==> config.mk <==
export PLATFORM = sky130hd
export DESIGN_NAME = sba
export DESIGN_NICKNAME = d
export VERILOG_FILES = /design/src/rtl/sba.sv
export SDC_FILE = /design/constraint.sdc
export NUM_CORES = 1
export LEC_CHECK = 0
export CAP_MARGIN = 15
export CORE_ASPECT_RATIO = 1.25
export CORE_MARGIN = 2
export CORE_UTILIZATION = 37
export DETAILED_ROUTE_END_ITERATION = 7
export PLACE_DENSITY_LB_ADDON = 0.08
export SETUP_SLACK_MARGIN = 0.3
export SLEW_MARGIN = 20
export SYNTH_ARGS = -nofsm -noshare
export SYNTH_HDL_FRONTEND = slang
export SYNTH_SLANG_ARGS = --single-unit
export TNS_END_PERCENT = 30
==> constraint.sdc <==
create_clock -name clk -period 1.1 [get_ports clk]
set_input_delay 0.22 -clock clk [delete_from_list [all_inputs] [get_ports clk]]
set_output_delay 0.22 -clock clk [all_outputs]
set_load 0.1 [all_outputs]
==> src/rtl/sba.sv <==
// ---------------------------------------------------------------------------
// sba: WIDTH-bit adder from 4-bit carry-lookahead groups, registered output.
// Optional signed-overflow output enabled by SBA_OVF_EN.  Revision 1.0
// ---------------------------------------------------------------------------
`default_nettype none

module sba #(
  parameter int WIDTH = 16
) (
  input  logic             clk,
  input  logic             rst_n,
  input  logic             in_valid,
  input  logic [WIDTH-1:0] a,
  input  logic [WIDTH-1:0] b,
  input  logic             cin,
  output logic             out_valid,
  output logic [WIDTH-1:0] sum,
`ifdef SBA_OVF_EN
  output logic             ovf,
`endif
  output logic             cout
);

  localparam int NGRP = WIDTH / 4;

  logic [WIDTH-1:0] w_g;
  logic [WIDTH-1:0] w_p;
  logic [WIDTH:0]   w_carry;   // carry into each bit; [WIDTH] is the final carry out
  logic [WIDTH-1:0] w_sum;

  assign w_g        = a & b;
  assign w_p        = a ^ b;
  assign w_carry[0] = cin;

  for (genvar gi = 0; gi < NGRP; gi++) begin : g_grp
    logic [3:0] w_gg;
    logic [3:0] w_pp;
    logic       w_ci;
    logic       w_grp_g;
    logic       w_grp_p;

    assign w_gg = w_g[4*gi +: 4];
    assign w_pp = w_p[4*gi +: 4];
    assign w_ci = w_carry[4*gi];

    assign w_carry[4*gi+1] = w_gg[0] | (w_pp[0] & w_ci);
    assign w_carry[4*gi+2] = w_gg[1] | (w_pp[1] & w_gg[0]) | (w_pp[1] & w_pp[0] & w_ci);
    assign w_carry[4*gi+3] = w_gg[2] | (w_pp[2] & w_gg[1]) | (w_pp[2] & w_pp[1] & w_gg[0])
                           | (w_pp[2] & w_pp[1] & w_pp[0] & w_ci);

    assign w_grp_g = w_gg[3] | (w_pp[3] & w_gg[2]) | (w_pp[3] & w_pp[2] & w_gg[1])
                   | (w_pp[3] & w_pp[2] & w_pp[1] & w_gg[0]);
    assign w_grp_p = &w_pp;

    // Group carry-out ripples into the next group's carry-in.
    assign w_carry[4*gi+4] = w_grp_g | (w_grp_p & w_ci);
  end

  assign w_sum = w_p ^ w_carry[WIDTH-1:0];

  always_ff @(posedge clk or negedge rst_n) begin
    if (!rst_n) begin
      out_valid <= 1'b0;
      sum       <= '0;
      cout      <= 1'b0;
    end else begin
      out_valid <= in_valid;
      if (in_valid) begin
        sum  <= w_sum;
        cout <= w_carry[WIDTH];
      end
    end
  end

`ifdef SBA_OVF_EN
  // Signed overflow: carry into the MSB differs from carry out of it.
  always_ff @(posedge clk or negedge rst_n) begin
    if (!rst_n) begin
      ovf <= 1'b0;
    end else if (in_valid) begin
      ovf <= w_carry[WIDTH-1] ^ w_carry[WIDTH];
    end
  end
`endif

endmodule

`default_nettype wire

==> run_results.csv, run 1 <==
group,metric,value,unit
outcome,status,"complete, but fails checks",
outcome,violations,"setup timing",
finish,stdcell_count,274,
worst_setup_path,start_kind,"input pin",
logic_synthesis,ys_ff_latch,18,
floorplanning,dieHeight,71.7,um
worst_setup_path,critPathBufInv,1,
clock_network,cts_root_buffer,"clkbuf_8",
placed_design,place.gp.congestion,0.804,
sta,finalCriticalPeriod,2.00,ns
job,cap_violations,0,
sta,finClkSkew,0,ns
finish,diodes,0,
worst_setup_path,cpPeakStageDelay,0.45,ns
logic_synthesis,synth_top_area_frac,0.332,
detailed_routing,ant_nets,0,
clock_network,clock_sinks,18,
worst_setup_path,critPathTopFamily,"adder cells",
finish,area_growth,113,%
clock_network,cts_hold_buffers,0,
logic_synthesis,synth_common_cells,"dfrtp_1 (18), ha_1 (16), nand2_1 (12), nor2_1 (10), a21oi_1 (9)",
clock_network,numCtsBuffers,3,
floorplanning,fp.dieW,58.2,um
sta,worst_pin_slew,0.251,ns
logic_synthesis,synth_cell_types,41,
worst_setup_path,critPathKind,"in -> reg",
finish,fin_nets,292,
global_route,track_usage,0.208,
logic_synthesis,synth_async_sr_flop_share,1.00,
sta,slew_viol_final,0,
sta,setup_viol,15,
logic_synthesis,syn_nets,186,
global_route,grt_pass1_vias,1541,
detailed_routing,wire_per_inst,16.4,um
global_route,grt_overflow,0,
detailed_routing,drc,0,
clock_network,clk_pin_slew,0.07,ns
power,powerDensity,1460,mW/mm^2
sta,relSlewSlack,0.830,
logic_synthesis,synth.avg_cell_area,10.4,um^2
placed_design,place_area,0.00250,mm^2
floorplanning,start_util,0.386,
logic_synthesis,yosysWarnings,0,
worst_setup_path,critPathRequiredTime,1.25,ns
worst_setup_path,cp.arrival,2.15,ns
power,p_leak,1.30,nW
placed_design,portBuffers,53,
logic_synthesis,synth_edf_count,0,
sta,hold_violations,0,
finish,nFillCells,190,
worst_setup_path,crit_chain,"clkdlybuf4s50_1 -> ha_4 -> a21o_1 -> a31oi_4 -> o21ai_2 -> fa_2 -> mux2_4",
clock_network,insertion_delay,0.26,ns
placed_design,hpwlAfterDp,3090,um
logic_synthesis,synth_top_area_cell,"dfrtp_1",
logic_synthesis,syn_area,0.00136,mm^2
global_route,antenna_found_initial,0,
clock_network,clock_path_buffers,2,
power,vdd_drop_max,1.44,mV
global_route,grt_pass1_wl,6680,um
sta,finalWorstSetupSlack,-0.896,ns
detailed_routing,dr.first_iter.drc_count,26,
finish,fin_area,0.00289,mm^2
floorplanning,die_area,0.00417,mm^2
floorplanning,core,0.00351,mm^2
detailed_routing,dr.pass1.iters,4,
worst_setup_path,cp_max_fo,6,
detailed_routing,totalWireLength,4510,um
sta,period_share,1.81,
logic_synthesis,synthTopCellsByArea,"dfrtp_1 (33%), ha_1 (15%), fa_1 (5.9%)",
floorplanning,ios,54,
global_route,grt_max_degree,19,
logic_synthesis,synthCells,130,
finish,drive_above_1_share,0.591,
worst_setup_path,crit_slowest_cell,"fa_2",
placed_design,place_inst,258,
worst_setup_path,crit_path_end_kind,"flip-flop",
sta,fmax,501,MHz
logic_synthesis,yosysMostFrequentCell,"dfrtp_1",
floorplanning,rows,24,
clock_network,tritoncts,"built",
logic_synthesis,synth_ff_type,"dfrtp_1",
worst_hold_path,hp-class,"in -> async",
sta,rsz0062_at_grt,"true",
detailed_routing,num_vias,1451,
detailed_routing,vias_per_cell,5.30,
logic_synthesis,ys_seq_area_frac,0.332,
clock_network,h-tree-depth,1,
metrics by stage:
step                      setup slack (ns)  utilization  power (mW)  TNS (ns)  hold slack (ns)
after global placement               -1.54        0.713        3.33    -18.96            0.529
final                               -0.896        0.824        4.22     -9.08            0.294
after floorplan                      -1.03            -        2.30     -9.03          -0.0756
after detailed placement             -1.59        0.713        3.38    -19.61            0.540
after global routing                -0.925        0.824        4.35    -10.02            0.307
after CTS                            -1.02        0.777        4.07     -9.53            0.302
final timing paths:
path	start	end	slack, ns	depth (start not counted)
hold reg to reg	sum[10]	sum[10]	0.56	1
setup reg to reg	sum[11]	sum[11]	0.21	2
min in group clk	in_valid	out_valid	0.30	2
max in group asynchronous	rst_n	sum[0]	0.67	2
hold / removal	rst_n	sum[8]	0.29	2
setup / recovery	b[9]	sum[12]	-0.90	7
metal layers:
metal / routed length [um] / vias to the layer above / track usage
met2: 2650 / 39 / 0.409
met5: 0 / - / 0
li1: - / 693 / -
met4: 92 / 0 / 0.103
met3: 159 / 9 / 0.0199
met1: 1610 / 710 / 0.211
logic make-up after synthesis:
kind of cell,Yosys count,share of synthesized area
AND/OR/NAND/NOR,30,0.101
AO/OA/AOI/OAI,42,0.246
XOR/XNOR,7,0.0452
adder cells (fa/ha/maj),20,0.206
buffers and inverters,7,0.0194
multiplexers,6,0.0498
flip-flops,18,0.332
placed cells by master, fill, tap and decap left out, types with 3 or more instances in the layout:
cell,count
a21o_1,5
a21oi_1,6
buf_12,19
buf_4,43
buf_6,16
clkbuf_2,5
clkbuf_8,4
clkdlybuf4s50_1,16
dfrtp_1,18
fa_2,4
ha_1,5
ha_4,11
inv_1,3
mux2_2,3
mux2_4,3
nand2_1,10
nor2_1,9
o21ai_1,3
xnor2_2,4
final cells by class:
type	instances	area, um^2	share of cell area
Multi-Input combinational cell	105	1210	0.417
Timing Repair Buffer	103	1110	0.385
Sequential cell	18	450	0.156
Clock buffer	4	55.1	0.0190
Tap cell	39	48.8	0.0169
Inverter	5	20.0	0.00692
report_power, final:
part           switching, mW  total (mW)  internal (mW)  leakage [nW]
registers              0.151       0.943          0.791         0.210
clock network          0.254       0.573          0.319        0.0288
logic                   1.52        2.70           1.18          1.06
total                   1.92        4.22           2.29          1.30
registers in the layout, summed over array words and instances (netlist names):
register,cells
out_valid,1
cout,1
sum,16
repair_timing:
action	CTS	global route
pin swaps	30	35
gates cloned	0	0
gates resized for setup	89	35
setup endpoints to repair	35	35
buffers inserted	7	5
worst reg2reg max path, delay by kind of cell, from the launching register on:
family / cells / cell delay [ns]
DFF: 1 / 0.43
AOI/OAI and AO/OA: 2 / 0.34
(Power assumes the default switching activity.)
==> inputs of run 2 (changes only) <==
--- a/config.mk
+++ b/config.mk
@@ -11,6 +11,7 @@
 export CORE_UTILIZATION = 37
 export DETAILED_ROUTE_END_ITERATION = 7
 export PLACE_DENSITY_LB_ADDON = 0.08
+export RECOVER_POWER = 50
 export SETUP_SLACK_MARGIN = 0.3
 export SLEW_MARGIN = 20
 export SYNTH_ARGS = -nofsm -noshare
==> run 2 against run 1 <==
The run still ends with setup timing left. First-iteration DRC count increased by 7.7%. Wire length about the same. Non-clock buffer count unchanged. Final cell count unchanged. Maximum frequency unchanged. Clock skew unchanged. Worst hold slack improved by 0.038 ns. Core utilization decreased by 0.46 points. Global-route usage unchanged. Sequential power about the same. Clock-buffer cell count unchanged. Critical path type unchanged.
==> run_results.csv, run 2 (synthesis gave the netlist of run 1 again) <==
group,metric,value,unit
finish,fin_nets,292,
placed_design,hpwlAfterDp,3090,um
clock_network,numCtsBuffers,3,
finish,largest_register,"sum",
finish,fin_area,0.00288,mm^2
outcome,status,"complete, but fails checks",
detailed_routing,wire_per_inst,16.4,um
sta,period_share,1.81,
outcome,violations,"setup timing",
finish,layout_commonest_cell,"buf_4",
worst_setup_path,cp.arrival,2.15,ns
global_route,grt_overflow,0,
floorplanning,dieHeight,71.7,um
worst_setup_path,critPathRequiredTime,1.25,ns
finish,largest_reg_flops,16,
finish,diodes,0,
power,vdd_drop_max,1.40,mV
worst_setup_path,crit_path_end_kind,"flip-flop",
clock_network,clock_path_buffers,2,
sta,worst_pin_slew,0.481,ns
sta,hold_violations,0,
floorplanning,rows,24,
global_route,track_usage,0.208,
floorplanning,fp.dieW,58.2,um
global_route,grt_pass1_wl,6680,um
power,powerDensity,1460,mW/mm^2
detailed_routing,dr.first_iter.drc_count,28,
clock_network,h-tree-depth,1,
clock_network,insertion_delay,0.26,ns
worst_setup_path,cp_max_fo,6,
sta,relSlewSlack,0.679,
power,p_leak,1.29,nW
placed_design,place_area,0.00250,mm^2
detailed_routing,drc,0,
detailed_routing,totalWireLength,4500,um
placed_design,portBuffers,53,
global_route,grt_max_degree,19,
detailed_routing,vias_per_cell,5.30,
clock_network,cts_root_buffer,"clkbuf_8",
sta,slew_viol_final,0,
floorplanning,start_util,0.386,
placed_design,place.gp.congestion,0.804,
finish,drive_above_1_share,0.587,
clock_network,tritoncts,"built",
detailed_routing,num_vias,1451,
detailed_routing,dr.pass1.iters,4,
clock_network,clock_sinks,18,
clock_network,cts_hold_buffers,0,
clock_network,clk_pin_slew,0.07,ns
sta,rsz0062_at_grt,"true",
sta,finalCriticalPeriod,2.00,ns
worst_hold_path,hp-class,"in -> reg",
finish,area_growth,112,%
sta,tns,-9.08,ns
finish,final_cell_mix,"buf_4 (43), dfrtp_1 (18), buf_12 (18)",
detailed_routing,ant_nets,0,
sta,finClkSkew,0,ns
sta,holdWs,0.332,ns
worst_setup_path,critPathKind,"in -> reg",
floorplanning,die_area,0.00417,mm^2
global_route,antenna_found_initial,0,
global_route,grt_pass1_vias,1541,
finish,reg_top3,"sum: 16 flops, cout: 1 flops, out_valid: 1 flops",
sta,finalWorstSetupSlack,-0.896,ns
floorplanning,ios,54,
floorplanning,core,0.00351,mm^2
sta,fmax,501,MHz
job,cap_violations,0,
sta,setup_viol,15,
worst_setup_path,start_kind,"input pin",
## run 2: changes by cell type in the layout (fill, tap and decap cells not counted)
cell and change:
buf_12 -1, dlygate4sd3_1 +1, clkbuf_1 +1, clkdlybuf4s50_1 -1
## run 2: worst paths after layout
path | from | cells after the start | slack, ns | endpoint
worst max-delay path | b[9] | 7 | -0.90 | sum[12]
worst min-delay path | in_valid | 2 | 0.33 | out_valid
worst max register to register | sum[11] | 2 | 0.21 | sum[11]
worst min register to register | sum[10] | 1 | 0.56 | sum[10]
max in group asynchronous | rst_n | 2 | 0.33 | sum[0]
min in group asynchronous | rst_n | 2 | 0.45 | sum[8]
## run 2: routing by layer
layer  share of wire  track usage  vias up
met4           0.020        0.103        0
met1            0.36        0.211      710
li1                -            -      693
met3           0.034       0.0199        9
met5               0            0        -
met2            0.59        0.409       39
## run 2: metrics by stage
stage / worst slack, ns / std cells / util / total power, mW
finish: -0.896 / 274 / 0.819 / 4.21
global route: -0.925 / 274 / 0.819 / 4.34
CTS: -1.02 / 269 / 0.777 / 4.07
detailed placement: -1.59 / 258 / 0.713 / 3.38
global placement: -1.54 / 258 / 0.713 / 3.33
floorplan: -1.03 / 130 / - / 2.30
## run 2: timing repair
action | 4_1_cts | 5_1_grt
gates cloned | 0 | 0
resized for setup | 89 | 35
setup buffers | 7 | 5
endpoints found under the setup margin | 35 | 35
pin swaps | 30 | 35
## run 2: cell type report
cell class,instances,area (um^2)
clock buffer,4,55.1
fill,193,636
inverter,5,20.0
tap,39,48.8
sequential,18,450
multi-input combinational,105,1210
timing repair buffer,103,1100
## run 2: worst max-delay path, cell delays in order
cell and delay [ns]:
clkdlybuf4s50_1 0.44, ha_4 0.35, a21o_1 0.21, a31oi_4 0.05, o21ai_2 0.16, fa_2 0.45, mux2_4 0.26
## run 2: where the power goes
| part | total, mW | switching, mW | internal [mW] |
|---|---|---|---|
| Clock | 0.573 | 0.254 | 0.319 |
| Sequential | 0.943 | 0.151 | 0.791 |
| Combinational | 2.69 | 1.52 | 1.17 |
| Total | 4.21 | 1.92 | 2.29 |
